**src/rtl/muldiv_seq_pkg.sv**
```systemverilog
// Shared encodings for the RV32M sequencer: funct3 codes, FSM states and
// two's-complement helpers used by the divide path.
package muldiv_seq_pkg;

  localparam logic [2:0] F3_MUL    = 3'b000;
  localparam logic [2:0] F3_MULH   = 3'b001;
  localparam logic [2:0] F3_MULHSU = 3'b010;
  localparam logic [2:0] F3_MULHU  = 3'b011;
  localparam logic [2:0] F3_DIV    = 3'b100;
  localparam logic [2:0] F3_DIVU   = 3'b101;
  localparam logic [2:0] F3_REM    = 3'b110;
  localparam logic [2:0] F3_REMU   = 3'b111;

  typedef enum logic [2:0] {
    ST_IDLE  = 3'd0,
    ST_MLOAD = 3'd1,
    ST_MWAIT = 3'd2,
    ST_DCHK  = 3'd3,
    ST_DIV   = 3'd4,
    ST_DONE  = 3'd5
  } state_t;

  // Magnitude of v when treated as signed; passthrough for unsigned operands.
  function automatic logic [31:0] mag32(input logic [31:0] v, input logic is_signed);
    return (is_signed && v[31]) ? (~v + 32'd1) : v;
  endfunction

  function automatic logic [31:0] neg32(input logic [31:0] v, input logic en);
    return en ? (~v + 32'd1) : v;
  endfunction

endpackage

```
**src/rtl/muldiv_seq_div_unit.sv**
```systemverilog
// Unsigned restoring divider, one quotient bit per step. quo/rem present the
// values after the step currently in progress, so the owner can capture the
// final result on the same edge as the last step.
module div_unit
  import muldiv_seq_pkg::*;
#(
  parameter int XLEN = 32
) (
  input  logic            clk,
  input  logic            resetb,
  input  logic            load,
  input  logic            step,
  input  logic [XLEN-1:0] dividend,
  input  logic [XLEN-1:0] divisor,
  output logic [XLEN-1:0] quo,
  output logic [XLEN-1:0] rem
);

  logic [XLEN-1:0] rem_q;
  logic [XLEN-1:0] quo_q;
  logic [XLEN-1:0] dvs_q;
  logic [XLEN:0]   shifted;
  logic [XLEN-1:0] sub;
  logic            fits;

  // The quotient register doubles as the dividend shifter: its MSB feeds the
  // partial remainder while the new quotient bit enters at the LSB.
  always_comb begin
    shifted = {rem_q, quo_q[XLEN-1]};
    fits    = shifted >= {1'b0, dvs_q};
    sub     = shifted[XLEN-1:0] - dvs_q;
    rem     = fits ? sub : shifted[XLEN-1:0];
    quo     = {quo_q[XLEN-2:0], fits};
  end

  always_ff @(posedge clk or negedge resetb) begin
    if (!resetb) begin
      rem_q <= '0;
      quo_q <= '0;
      dvs_q <= '0;
    end else if (load) begin
      rem_q <= '0;
      quo_q <= dividend;
      dvs_q <= divisor;
    end else if (step) begin
      rem_q <= rem;
      quo_q <= quo;
    end
  end

endmodule

```
**src/rtl/muldiv_seq.sv**
```systemverilog
// RV32M sequencer: steers MUL* to the external shift-add multiplier and runs
// DIV*/REM* on the internal restoring divider, presenting busy/done/result.
module muldiv_seq
  import muldiv_seq_pkg::*;
#(
  parameter int XLEN      = 32,
  parameter bit DIV_EARLY = 1'b1
) (
  input  logic            clk,
  input  logic            resetb,
  input  logic            start,
  input  logic [2:0]      funct3,
  input  logic [XLEN-1:0] rs1,
  input  logic [XLEN-1:0] rs2,
  output logic            busy,
  output logic            done,
  output logic [XLEN-1:0] result,
  output logic [XLEN-1:0] mul_a,
  output logic [XLEN-1:0] mul_b,
  output logic            mul_ua,
  output logic            mul_ub,
  output logic            mul_hm,
  output logic            mul_load,
  input  logic            mul_busy,
  input  logic [XLEN-1:0] mul_out,
  output logic [2:0]      fsm_state
);

  // Handshake: start is sampled only in IDLE or DONE (the accept edge); busy
  // rises combinationally in that same cycle and stays high until DONE; done
  // pulses for one cycle while result holds the new value.

  state_t          state;
  state_t          state_nxt;
  logic [2:0]      f3_q;
  logic [XLEN-1:0] rs1_q;
  logic [XLEN-1:0] rs2_q;
  logic [XLEN-1:0] result_q;
  logic [5:0]      count;

  logic            accept;
  logic            is_signed;
  logic            want_rem;
  logic            div_zero;
  logic            overflow;
  logic            early;
  logic            neg_q;
  logic            neg_r;
  logic            last_iter;
  logic [XLEN-1:0] dvd_mag;
  logic [XLEN-1:0] dvs_mag;
  logic [XLEN-1:0] quo;
  logic [XLEN-1:0] rem;
  logic [XLEN-1:0] special_res;
  logic [XLEN-1:0] div_res;

  assign accept = start && (state == ST_IDLE || state == ST_DONE);

  // Divide decode works on the latched operands, stable from DCHK onward.
  always_comb begin
    is_signed   = ~f3_q[0];
    want_rem    = f3_q[1];
    div_zero    = (rs2_q == '0);
    overflow    = is_signed && (rs1_q == 32'h8000_0000) && (rs2_q == 32'hFFFF_FFFF);
    early       = DIV_EARLY && (div_zero || overflow);
    neg_q       = is_signed && (rs1_q[XLEN-1] ^ rs2_q[XLEN-1]) && !div_zero;
    neg_r       = is_signed && rs1_q[XLEN-1];
    dvd_mag     = mag32(rs1_q, is_signed);
    dvs_mag     = mag32(rs2_q, is_signed);
    last_iter   = (count == 6'd31);
    special_res = want_rem ? (div_zero ? rs1_q : '0)
                           : (div_zero ? 32'hFFFF_FFFF : 32'h8000_0000);
    div_res     = want_rem ? neg32(rem, neg_r) : neg32(quo, neg_q);
  end

  div_unit #(.XLEN(XLEN)) u_div (
    .clk      (clk),
    .resetb   (resetb),
    .load     (state == ST_DCHK),
    .step     (state == ST_DIV),
    .dividend (dvd_mag),
    .divisor  (dvs_mag),
    .quo      (quo),
    .rem      (rem)
  );

  always_ff @(posedge clk or negedge resetb) begin
    if (!resetb) state <= ST_IDLE;
    else         state <= state_nxt;
  end

  always_comb begin
    state_nxt = state;
    unique case (state)
      ST_IDLE:  if (accept) state_nxt = funct3[2] ? ST_DCHK : ST_MLOAD;
      ST_MLOAD: state_nxt = mul_busy ? ST_MWAIT : ST_DONE;
      ST_MWAIT: if (!mul_busy) state_nxt = ST_DONE;
      ST_DCHK:  state_nxt = early ? ST_DONE : ST_DIV;
      ST_DIV:   if (last_iter) state_nxt = ST_DONE;
      ST_DONE:  state_nxt = accept ? (funct3[2] ? ST_DCHK : ST_MLOAD) : ST_IDLE;
      default:  state_nxt = ST_IDLE;
    endcase
  end

  always_comb begin
    busy     = accept || (state != ST_IDLE && state != ST_DONE);
    done     = (state == ST_DONE);
    mul_load = (state == ST_MLOAD);
  end

  always_ff @(posedge clk or negedge resetb) begin
    if (!resetb) begin
      f3_q  <= '0;
      rs1_q <= '0;
      rs2_q <= '0;
    end else if (accept) begin
      f3_q  <= funct3;
      rs1_q <= rs1;
      rs2_q <= rs2;
    end
  end

  always_ff @(posedge clk or negedge resetb) begin
    if (!resetb) begin
      count <= '0;
    end else if (state == ST_DCHK) begin
      count <= '0;
    end else if (state == ST_DIV) begin
      count <= count + 6'd1;
    end
  end

  // result only moves on the edge that enters DONE.
  always_ff @(posedge clk or negedge resetb) begin
    if (!resetb) begin
      result_q <= '0;
    end else begin
      unique case (state)
        ST_MLOAD, ST_MWAIT: if (!mul_busy) result_q <= mul_out;
        ST_DCHK:            if (early) result_q <= special_res;
        ST_DIV:             if (last_iter) result_q <= div_res;
        default:            result_q <= result_q;
      endcase
    end
  end

  assign result    = result_q;
  assign mul_a     = rs2_q;
  assign mul_b     = rs1_q;
  assign mul_ua    = (f3_q == F3_MULHSU) || (f3_q == F3_MULHU);
  assign mul_ub    = (f3_q == F3_MULHU);
  assign mul_hm    = (f3_q == F3_MULH) || (f3_q == F3_MULHSU) || (f3_q == F3_MULHU);
  assign fsm_state = state;

endmodule

```
**config.mk**
```make
export PLATFORM = sky130hd
export DESIGN_NAME = muldiv_seq
export DESIGN_NICKNAME = d
export VERILOG_FILES = /design/src/rtl/muldiv_seq_pkg.sv /design/src/rtl/muldiv_seq_div_unit.sv /design/src/rtl/muldiv_seq.sv
export SDC_FILE = /design/constraint.sdc
export NUM_CORES = 1
export LEC_CHECK = 0
export CORE_ASPECT_RATIO = 0.7
export CORE_MARGIN = 2
export CORE_UTILIZATION = 57
export CTS_BUF_LIST = sky130_fd_sc_hd__clkbuf_4
export CTS_CLUSTER_DIAMETER = 200
export DETAILED_ROUTE_END_ITERATION = 6
export GPL_TIMING_DRIVEN = 0
export PLACE_DENSITY_LB_ADDON = 0.12
export SYNTH_ARGS = -nofsm -noshare
export SYNTH_HDL_FRONTEND = slang
export SYNTH_HIERARCHICAL = 1
export SYNTH_SLANG_ARGS = --single-unit
```
**constraint.sdc**
```tcl
create_clock -name clk -period 4.95 [get_ports clk]
set_input_delay 0.99 -clock clk [delete_from_list [all_inputs] [get_ports clk]]
set_output_delay 0.99 -clock clk [all_outputs]
set_load 0.005 [all_outputs]
```
==> run metrics <==
number of sinks driven by the clock tree between 200 and 250; Cell Count Post-Placement around 2.2k; number of antenna violations at the first check in global routing 1; slowest stage cell, crit path sky130_fd_sc_hd__fa_1; Total Power between 15 and 20 mW; via count of the routed design roughly 14k; Reg2Reg Setup Slack between 200 and 250 ps; top-area cell type share of the netlist area 35.6%; DR iter-0 viols between 1k and 1.5k; fraction of the yosys area taken by sequential cells 35.6%; required time worst endpoint roughly 5500 ps; Worst Setup Start Kind flip-flop; GR Overflow Total 0; std cell rows 48; clock transition at the registers of the reported paths ~70 ps; detailed placement HPWL 39.4 mm; Async S/R FF share, synth 100%; mean cell area of the mapped netlist approximately 8.9 µm²; Register-to-Register Path Depth 19; library cells used by synthesis 88; final worst clock skew approximately 62 ps; worst reg2reg endpoint result[31]; most frequently used flop master after synthesis sky130_fd_sc_hd__dfrtp_1; worst vdd ir 0.451 mV; post-synthesis cell type with the largest combined area sky130_fd_sc_hd__dfrtp_1; I/O pin cnt between 200 and 250; Layout Area Growth over Synthesis 23.0%; H-tree lvl count 2; crit share post-route a little over nine tenths; peak fanout along the critical path 5; gate count of the mapped netlist between 1.5k and 2k; clock tree from TritonCTS built; count of synthesis-stage warnings from yosys 6; number of synthesized flops with an enable pin 0; # DRC 0; Slew headroom 35.0%; worst path bufs/invs 2; Setup TNS Final 0 ps; number of nets in the synthesized netlist approximately 1.8k; crit path launch u_div/quo_q[31]; count of non-filler cells in the finished layout 2,249; initial core utilization ~58%; maximum number of pins on one net before global-route repair between 100 and 150; Final Net Count a little over 2k; wire length of the first global-routing pass around 77 mm; fraction of final layout cells with drive strength greater than 1 between 10% and 20%; run status complete, no violations; Inserted Clock Buffers 51; die outline height 137 µm; Total Wirelength approximately 51 mm; first drt pass iteration count 5; Min Clock Period, post-route approximately 4700 ps; static leakage around 7.0 nW; cell chain of the critical path inv_1 > ha_1 > inv_1 > fa_1 > a21oi_2 > o21ai_1 > a31o_2 > a21o_1 > o21a_1 > o31a_1 > a41oi_2 > xor2_1 > o21ai_1 > nor4_2 > nand4_1 > o31ai_2 > xnor2_1 > a221oi_2 > a31oi_1; Global Route Usage Sum between 30% and 40%; CORE AREA approximately 25,000 µm²; reg-to-reg critical path startpoint u_div/quo_q[31]; termination of the worst setup path result[31]; Post-Synthesis Cell Area ~14,000 µm²; weighted congestion at the end of routability-driven global placement ~1.0; Worst path top cell family by delay compound AO/OA/AOI/OAI gates; hold buffers post-CTS 0; final worst hold slack 358 ps; later-pin clock latency in the skew report between 700 and 800 ps; Die W 194 µm; root cell of the clock tree sky130_fd_sc_hd__clkbuf_4; Fin. Hold Viols 0; remaining antenna violation count 0; kind of critical path reg2reg; Final setup viols 0; via count of the first global-routing pass 13.1k; slew at the pin with the worst max-slew slack 965 ps; IO Port Bufs 207; Final Max Slew Viols 0; post-synthesis register bit count 204; leading cell types by total area after synthesis sky130_fd_sc_hd__dfrtp_1 36%, sky130_fd_sc_hd__xnor2_1 6.2%, sky130_fd_sc_hd__o21ai_0 4.9%, sky130_fd_sc_hd__mux2_2 4.8%, sky130_fd_sc_hd__nand2_1 4.6%; max-cap viol count 0; unrepaired setup endpoints after global routing false; Max stage delay on crit path between 400 and 500 ps; highest clock rate 211 MHz; Arrival @ worst endpoint between 5000 and 6000 ps; Tightest Hold Check Type in2async; Longest Clk Path Bufs 3; Crit. End Element flip-flop; Pwr Density a little over 900 nW/µm²; average wire per cell in the routed design roughly 23 µm; routed via count divided by cell count between 6 and 7; die footprint 26,500 µm²; stages on the worst setup path 19
## logic make-up after synthesis
group | Yosys count | share of synthesized area [%]
compound gates | 436 | 20.0
mux | 114 | 9.16
simple gates | 500 | 16.9
buf+inv | 179 | 6.15
flops | 204 | 35.6
fa+ha+maj | 39 | 3.45
xor+xnor | 144 | 8.79
## cells in the mapped netlist, types with 16 or more instances
library cell                 n
sky130_fd_sc_hd__inv_1      52
sky130_fd_sc_hd__nor2_1    146
sky130_fd_sc_hd__o21ai_1    17
sky130_fd_sc_hd__nand4_1    19
sky130_fd_sc_hd__buf_4      37
sky130_fd_sc_hd__nand2_1   175
sky130_fd_sc_hd__mux2_4     19
sky130_fd_sc_hd__a41oi_1    20
sky130_fd_sc_hd__nor4_1     17
sky130_fd_sc_hd__ha_1       38
sky130_fd_sc_hd__a22oi_1    16
sky130_fd_sc_hd__nand2b_1   27
sky130_fd_sc_hd__o31ai_1    27
sky130_fd_sc_hd__a31oi_1    28
sky130_fd_sc_hd__dfrtp_1   204
sky130_fd_sc_hd__nand3_1    20
sky130_fd_sc_hd__xnor2_1   101
sky130_fd_sc_hd__o21ai_0   141
sky130_fd_sc_hd__a21oi_1    64
sky130_fd_sc_hd__xor2_1     43
sky130_fd_sc_hd__mux2_2     61
sky130_fd_sc_hd__o21a_1     29
sky130_fd_sc_hd__mux2i_1    33
sky130_fd_sc_hd__clkbuf_1   63
## repair_timing
action / in CTS / in global routing
setup buffers: 5 / 0
endpoints found under the setup margin: 12 / 16
pin swaps: 2 / 4
resized for setup: 2 / 14
## routing by layer
layer  share of wire [%]  up-vias  GRT usage, %
li1                    -     6315             -
met1                  44     6743          55.3
met2                  40      857          52.5
met3                  14       70          14.6
met4                 1.9        0          8.78
met5                   0        -             0
## power by group
group	switching, mW	total [mW]	internal (mW)
logic	6.29	11.2	4.91
registers	1.06	3.55	2.49
clock network	0.732	1.43	0.703
total	8.08	16.2	8.10
## cell usage in the layout (no fill, tap or decap), types with 20 or more instances in the layout
| master | n |
|---|---|
| sky130_fd_sc_hd__mux2_2 | 61 |
| sky130_fd_sc_hd__o21ai_0 | 139 |
| sky130_fd_sc_hd__nor2_1 | 146 |
| sky130_fd_sc_hd__a31oi_1 | 28 |
| sky130_fd_sc_hd__o21a_1 | 29 |
| sky130_fd_sc_hd__clkdlybuf4s50_1 | 206 |
| sky130_fd_sc_hd__ha_1 | 38 |
| sky130_fd_sc_hd__xnor2_1 | 101 |
| sky130_fd_sc_hd__clkbuf_4 | 76 |
| sky130_fd_sc_hd__clkbuf_1 | 63 |
| sky130_fd_sc_hd__a21oi_1 | 63 |
| sky130_fd_sc_hd__nand3_1 | 20 |
| sky130_fd_sc_hd__o31ai_1 | 26 |
| sky130_fd_sc_hd__inv_1 | 52 |
| sky130_fd_sc_hd__dfrtp_1 | 204 |
| sky130_fd_sc_hd__nand2_1 | 175 |
| sky130_fd_sc_hd__xor2_1 | 43 |
| sky130_fd_sc_hd__buf_4 | 42 |
| sky130_fd_sc_hd__mux2i_1 | 33 |
| sky130_fd_sc_hd__nand2b_1 | 27 |
## cell type report
type	count	area (µm²)
diodes	2	5.00
plain buffers	124	673
clock buffers	76	571
clock inverters	16	70.1
fillers	1972	7030
inverters	55	209
multi-input cells	1233	8440
flip-flops and latches	204	5100
well taps	325	407
repair buffers	214	2170
## state kept, by name (all words and copies together) (netlist names)
signal,flops
count,6
f3_q,3
fsm_state,3
mul_a,32
mul_b,32
result,32
u_div/dvs_q,32
u_div/quo_q,32
u_div/rem_q,32
## stage by stage
| step | setup WS (ps) | cell area [µm²] | util [%] |
|---|---|---|---|
| finish | 203 | 17700 | 71.5 |
| CTS | 96.2 | 17600 | 71.2 |
| global placement | -5830 | 16800 | 68.2 |
| global route | 4.80 | 17700 | 71.5 |
| detailed placement | -174 | 16900 | 68.4 |
| floorplan | 806 | 14300 | - |
## worst min-delay path by stage
stage,cells after the start,from,end,slack [ps]
floorplan,1,count[5],count[5],440
global placement,1,count[5],count[5],470
detailed placement,1,count[5],count[5],470
CTS,2,resetb,result[19],360
global route,2,resetb,u_div/rem_q[10],390
finish,2,resetb,result[28],360
Power figures use the tool's default switching activity.
==> RTL edit 1, RTL diff (config.mk and constraints unchanged) <==
Change the parameter `DIV_EARLY` from 1'b1 to 1'b0.
--- a/src/rtl/muldiv_seq.sv
+++ b/src/rtl/muldiv_seq.sv
@@ -4,7 +4,7 @@
   import muldiv_seq_pkg::*;
 #(
   parameter int XLEN      = 32,
-  parameter bit DIV_EARLY = 1'b1
+  parameter bit DIV_EARLY = 1'b0
 ) (
   input  logic            clk,
   input  logic            resetb,
Function: changed (Yosys sat finds a counterexample within 4 cycles, from zero or initial values and one cycle with resetb low).
==> RTL edit 1 against the original RTL <==
- die area decreased by 2.1%
- first-iteration DRC count decreased by 25%
- worst setup slack got worse by 150 ps
- final area increased by 0.28%
- synthesized area decreased by 2.1%
- routed wire length decreased by 10%
- sequential cell count unchanged
- largest cell class unchanged
Power is not shown: default switching activity piles up to over one toggle a cycle in this logic, so the estimate is an artifact.
==> RTL edit 1: results (changes against the original RTL) <==
* Routability cong. at 0.9725 (-3.9%)
* Root buffer cell: clkbuf_4
* Global-route wire length before repair at 70.45 mm (-8.0%)
* Family with the most delay on the worst path: simple AND/OR/NAND/NOR gates
* Share of cells above drive strength 1 at 15.54% (+1.2 points)
* Vias per cell at 5.894 (-5.2%)
* Max incr delay on CP at 600 ps (+170 ps)
* # nets final at 2019 (-0.30%)
* Synth top area cells: dfrtp_1, xnor2_1, mux2_2
* Cell variety after synth at 81 (-8.0%)
* Total global routing track utilization at 35.22% (-2.6 points)
* Core region area at 24440 um^2 (-0.97%)
* DP HPWL at 34.69 mm (-12%)
* Sequential area share after synthesis at 36.35% (+0.76 points)
* Largest net degree at the start of global routing at 118 (-4.1%)
* Critical Path Source: u_div/dvs_q[1]
* Reg2reg path depth at 22 (+3)
* CP max stage cell: or4_4
* DR iter-0 viols at 1099 (-25%)
* CP arrival at 5540 ps (+240 ps)
* Worst rel slew slack at 32.23% (-2.8 points)
* Wire per inst at 20.40 um (-10%)
* Number of global-route vias before repair at 12580 (-4.1%)
* # fillers at 1944 (-1.4%)
* Placed Area at 16580 um^2 (-1.8%)
* Reg2reg setup slack at 50 ps (-150 ps)
* Skew final at 45.61 ps (-16.82 ps)
* Commonest cells in the netlist: dfrtp_1, nor2_1, nand2_1
* Num CTS Buffers at 54 (+5.9%)
* CP max FO at 6 (+1)
* Clock Path Buffers at 3 (unchanged)
* R2r endpoint: result[22]
* Buffers added on ports at 207 (unchanged)
* Syn_nets at 1733 (-1.4%)
* Outcome: completed
* Worst hold margin at 344.5 ps (-13.26 ps)
-- RTL edit 1: cell families after synthesis --
kind of cell,synth area share (%)
adder cells (fa/ha/maj),3.510
AO/OA/AOI/OAI,18.79
flip-flops,36.35
AND/OR/NAND/NOR,16.37
multiplexers,9.800
XOR/XNOR,9.043
buffers and inverters,6.139
-- RTL edit 1: timing repair --
| action | 4_1_cts | 5_1_grt |
|---|---|---|
| endpoints found under the setup margin | 17 | 22 |
| setup buffers | 1 | 23 |
| gates resized for setup | 5 | 45 |
| gates cloned | 0 | 0 |
| pin swaps | 2 | 36 |
-- RTL edit 1: layer usage --
| metal | vias up | global-route usage (%) | part of all wire, % | wire, um |
|---|---|---|---|---|
| li1 | 6203 | - | - | - |
| met1 | 6295 | 54.14 | 47 | 21680 |
| met3 | 78 | 8.677 | 10 | 4581 |
| met4 | 0 | 10.30 | 2.2 | 1015 |
| met5 | - | 0 | 0 | 0 |
| met2 | 651 | 48.42 | 40 | 18500 |
-- RTL edit 1: cell type report --
cell class	instances	area, um^2	area share, %
Multi-Input combinational cell	1210	8312	46.96
Sequential cell	204	5105	28.84
Timing Repair Buffer	233	2341	13.23
Buffer	120	665.6	3.761
Clock buffer	77	578.1	3.266
Tap cell	325	406.6	2.297
Inverter	55	209.0	1.180
Clock inverter	19	81.33	0.4595
Antenna cell	1	2.502	0.01414
-- RTL edit 1: metrics by stage --
step | worst slack (ps) | TNS [ps] | cells
2_1_floorplan | 456.0 | 0 | 1592
3_3_place_gp | -5922 | -1203680 | 2124
3_5_place_dp | -261.7 | -1881 | 2126
4_1_cts | -28.75 | -65.25 | 2222
5_1_grt | -101.7 | -484.5 | 2244
6_report | 51.76 | 0 | 2244
==> RTL edit 2, RTL diff (same settings) <==
Made on the original files. Register the outputs `mul_ua`, `mul_ub` and `mul_hm`, with the module's reset; this adds one clock of latency there. The other outputs are not delayed to match.
--- a/src/rtl/muldiv_seq.sv
+++ b/src/rtl/muldiv_seq.sv
@@ -147,9 +147,17 @@
   assign result    = result_q;
   assign mul_a     = rs2_q;
   assign mul_b     = rs1_q;
-  assign mul_ua    = (f3_q == F3_MULHSU) || (f3_q == F3_MULHU);
-  assign mul_ub    = (f3_q == F3_MULHU);
-  assign mul_hm    = (f3_q == F3_MULH) || (f3_q == F3_MULHSU) || (f3_q == F3_MULHU);
+  always_ff @(posedge clk or negedge resetb) begin
+    if (!resetb) begin
+      mul_ua <= '0;
+      mul_ub <= '0;
+      mul_hm <= '0;
+    end else begin
+      mul_ua <= (f3_q == F3_MULHSU) || (f3_q == F3_MULHU);
+      mul_ub <= (f3_q == F3_MULHU);
+      mul_hm <= (f3_q == F3_MULH) || (f3_q == F3_MULHSU) || (f3_q == F3_MULHU);
+    end
+  end
   assign fsm_state = state;
 
 endmodule
Behaviour: not the same (a bounded check fails within 4 cycles, from zero or initial values and one cycle with resetb low).
==> RTL edit 2 against the original RTL <==
- the flow now finishes with violations (design-rule violations, negative setup slack)
- highest routed layer is now met5
- largest cell class unchanged
- synthesized area increased by 5.3%
- fmax decreased by 4.9%
- worst setup slack worse by 240 ps
- routed wire length grew 11%
- synthesized cell count up 4.9%
- final area grew 7.6%
- final cell count up 6.5%
- sequential cell count increased by 3
Power is left out: the tool's default activity adds up to more than one toggle a clock period on the data nets, which glitch-free logic cannot reach.
==> RTL edit 2: results (changes against the original RTL) <==
* Routability cong. at 0.9534 (-5.8%)
* Global-route wire length before repair at 84.49 mm (+10%)
* Worst slew pin tran at 1016 ps (+51.18 ps)
* Sequential area share after synthesis at 34.28% (-1.3 points)
* CP max stage cell: dfrtp_1
* Setup slack after layout at -38.68 ps (-242.0 ps)
* Root buffer cell: clkbuf_4
* Max incr delay on CP at 420 ps
* Syn_nets at 1837 (+4.5%)
* Largest net degree at the start of global routing at 118 (-4.1%)
* DR iter-0 viols at 2261 (+54%)
* Post-synth ARST share at 100.0% (unchanged)
* Cell variety after synth at 94 (+6.8%)
* Reg clk slew, reported paths at 70 ps (about the same)
* Buffers added on ports at 207 (unchanged)
* Count of final setup violators at 3 (+3)
* Clock Path Buffers at 3 (unchanged)
* Synth top area cells: dfrtp_1, mux2_2, o21ai_0
* Vias at 15400 (+10%)
* Worst Hold Class: in2async
* Initial antenna violation count at 3 (+2)
* Outcome: finished, violations left
* Pre-antenna DRT Iters at 7 (+2)
* Total global routing track utilization at 39.93% (+2.1 points)
* DRC violations left at 11 (+11)
* Synthesis Warnings at 6 (unchanged)
* Skew final at 53.80 ps (-8.637 ps)
* # fillers at 2003 (+1.6%)
* Num CTS Buffers at 52 (+2.0%)
* # nets final at 2141 (+5.7%)
* Share of cells above drive strength 1 at 19.02% (+4.7 points)
* Reg2reg path depth at 19 (unchanged)
* Failing checks: design-rule violations, negative setup slack
* CP max FO at 6 (+1)
* CP arrival at 5600 ps (+300 ps)
* Wire per inst at 23.68 um (+4.3%)
* H-tree depth at 2 (unchanged)
* DP HPWL at 42.13 mm (+7.1%)
* Commonest cells in the netlist: dfrtp_1, nand2_1, nor2_1
* Number of global-route vias before repair at 14160 (+8.0%)
* Clock Latency Late Sink at 770 ps (+40 ps)
## RTL edit 2: cell types whose count changed in the layout (fill, tap and decap cells not counted), moves of 12 or more
cell	unedited run	this run
nor4_1	12	24
buf_4	42	80
xnor2_1	101	71
a31oi_1	28	10
nor3_1	13	45
mux2_4	19	41
## RTL edit 2: area by class of cell
cell class | instances | share of cell area [%]
clock buffer | 74 | 2.925
buffer | 135 | 4.230
multi-input combinational | 1292 | 48.74
clock inverter | 16 | 0.3887
timing repair buffer | 252 | 12.87
tap | 357 | 2.352
inverter | 59 | 1.179
antenna | 3 | 0.03953
sequential | 207 | 27.28
## RTL edit 2: path summary, 6_finish.rpt
check / startpoint / to / slack [ps]
worst max-delay path: u_div/quo_q[31] / result[27] / -40
worst min-delay path: resetb / u_div/quo_q[0] / 290
worst max register to register: u_div/quo_q[31] / result[27] / -40
worst min register to register: f3_q[2] / mul_hm / 510
max in group asynchronous: resetb / mul_a[23] / 3630
min in group clk: f3_q[2] / mul_hm / 510
## RTL edit 2: per-layer routing
| layer | vias to the layer above | share of wire (%) | track usage, % |
|---|---|---|---|
| met4 | 2 | 2.8 | 11.98 |
| met3 | 142 | 14 | 13.85 |
| met1 | 7405 | 43 | 59.66 |
| met5 | - | 0.032 | 0 |
| met2 | 1114 | 40 | 53.72 |
| li1 | 6734 | - | - |
## RTL edit 2: cells by family after synthesis
| family | share of synthesized area (%) |
|---|---|
| compound gates | 18.45 |
| buf+inv | 6.608 |
| fa+ha+maj | 3.279 |
| simple gates | 19.17 |
| mux | 11.37 |
| flops | 34.28 |
| xor+xnor | 6.840 |
## RTL edit 2: repair_timing
item | in CTS | in global routing
cloned | 0 | 0
setup buffers | 16 | 28
pin swaps | 13 | 29
resized for setup | 36 | 53
endpoints found under the setup margin | 20 | 19
## RTL edit 2: through the flow
stage | worst slack [ps] | area, um^2 | instances | util (%) | setup TNS [ps]
after floorplan | 287.9 | 15110 | 1695 | - | 0
after global placement | -5898 | 17630 | 2259 | 68.14 | -1217110
after detailed placement | -892.9 | 17660 | 2260 | 68.26 | -5578
after CTS | 0.2682 | 18570 | 2365 | 71.78 | 0
after global routing | -134.3 | 18990 | 2394 | 73.39 | -539.0
final | -38.68 | 18990 | 2395 | 73.40 | -89.48
## RTL edit 2: worst max-delay path, delay by kind of cell (launching register included)
family / cells / cell delay, ps
flops: 1 / 420
buf+inv: 2 / 140
mux: 2 / 580
fa+ha+maj: 2 / 570
xor+xnor: 2 / 440
compound gates: 8 / 1740
simple gates: 3 / 920
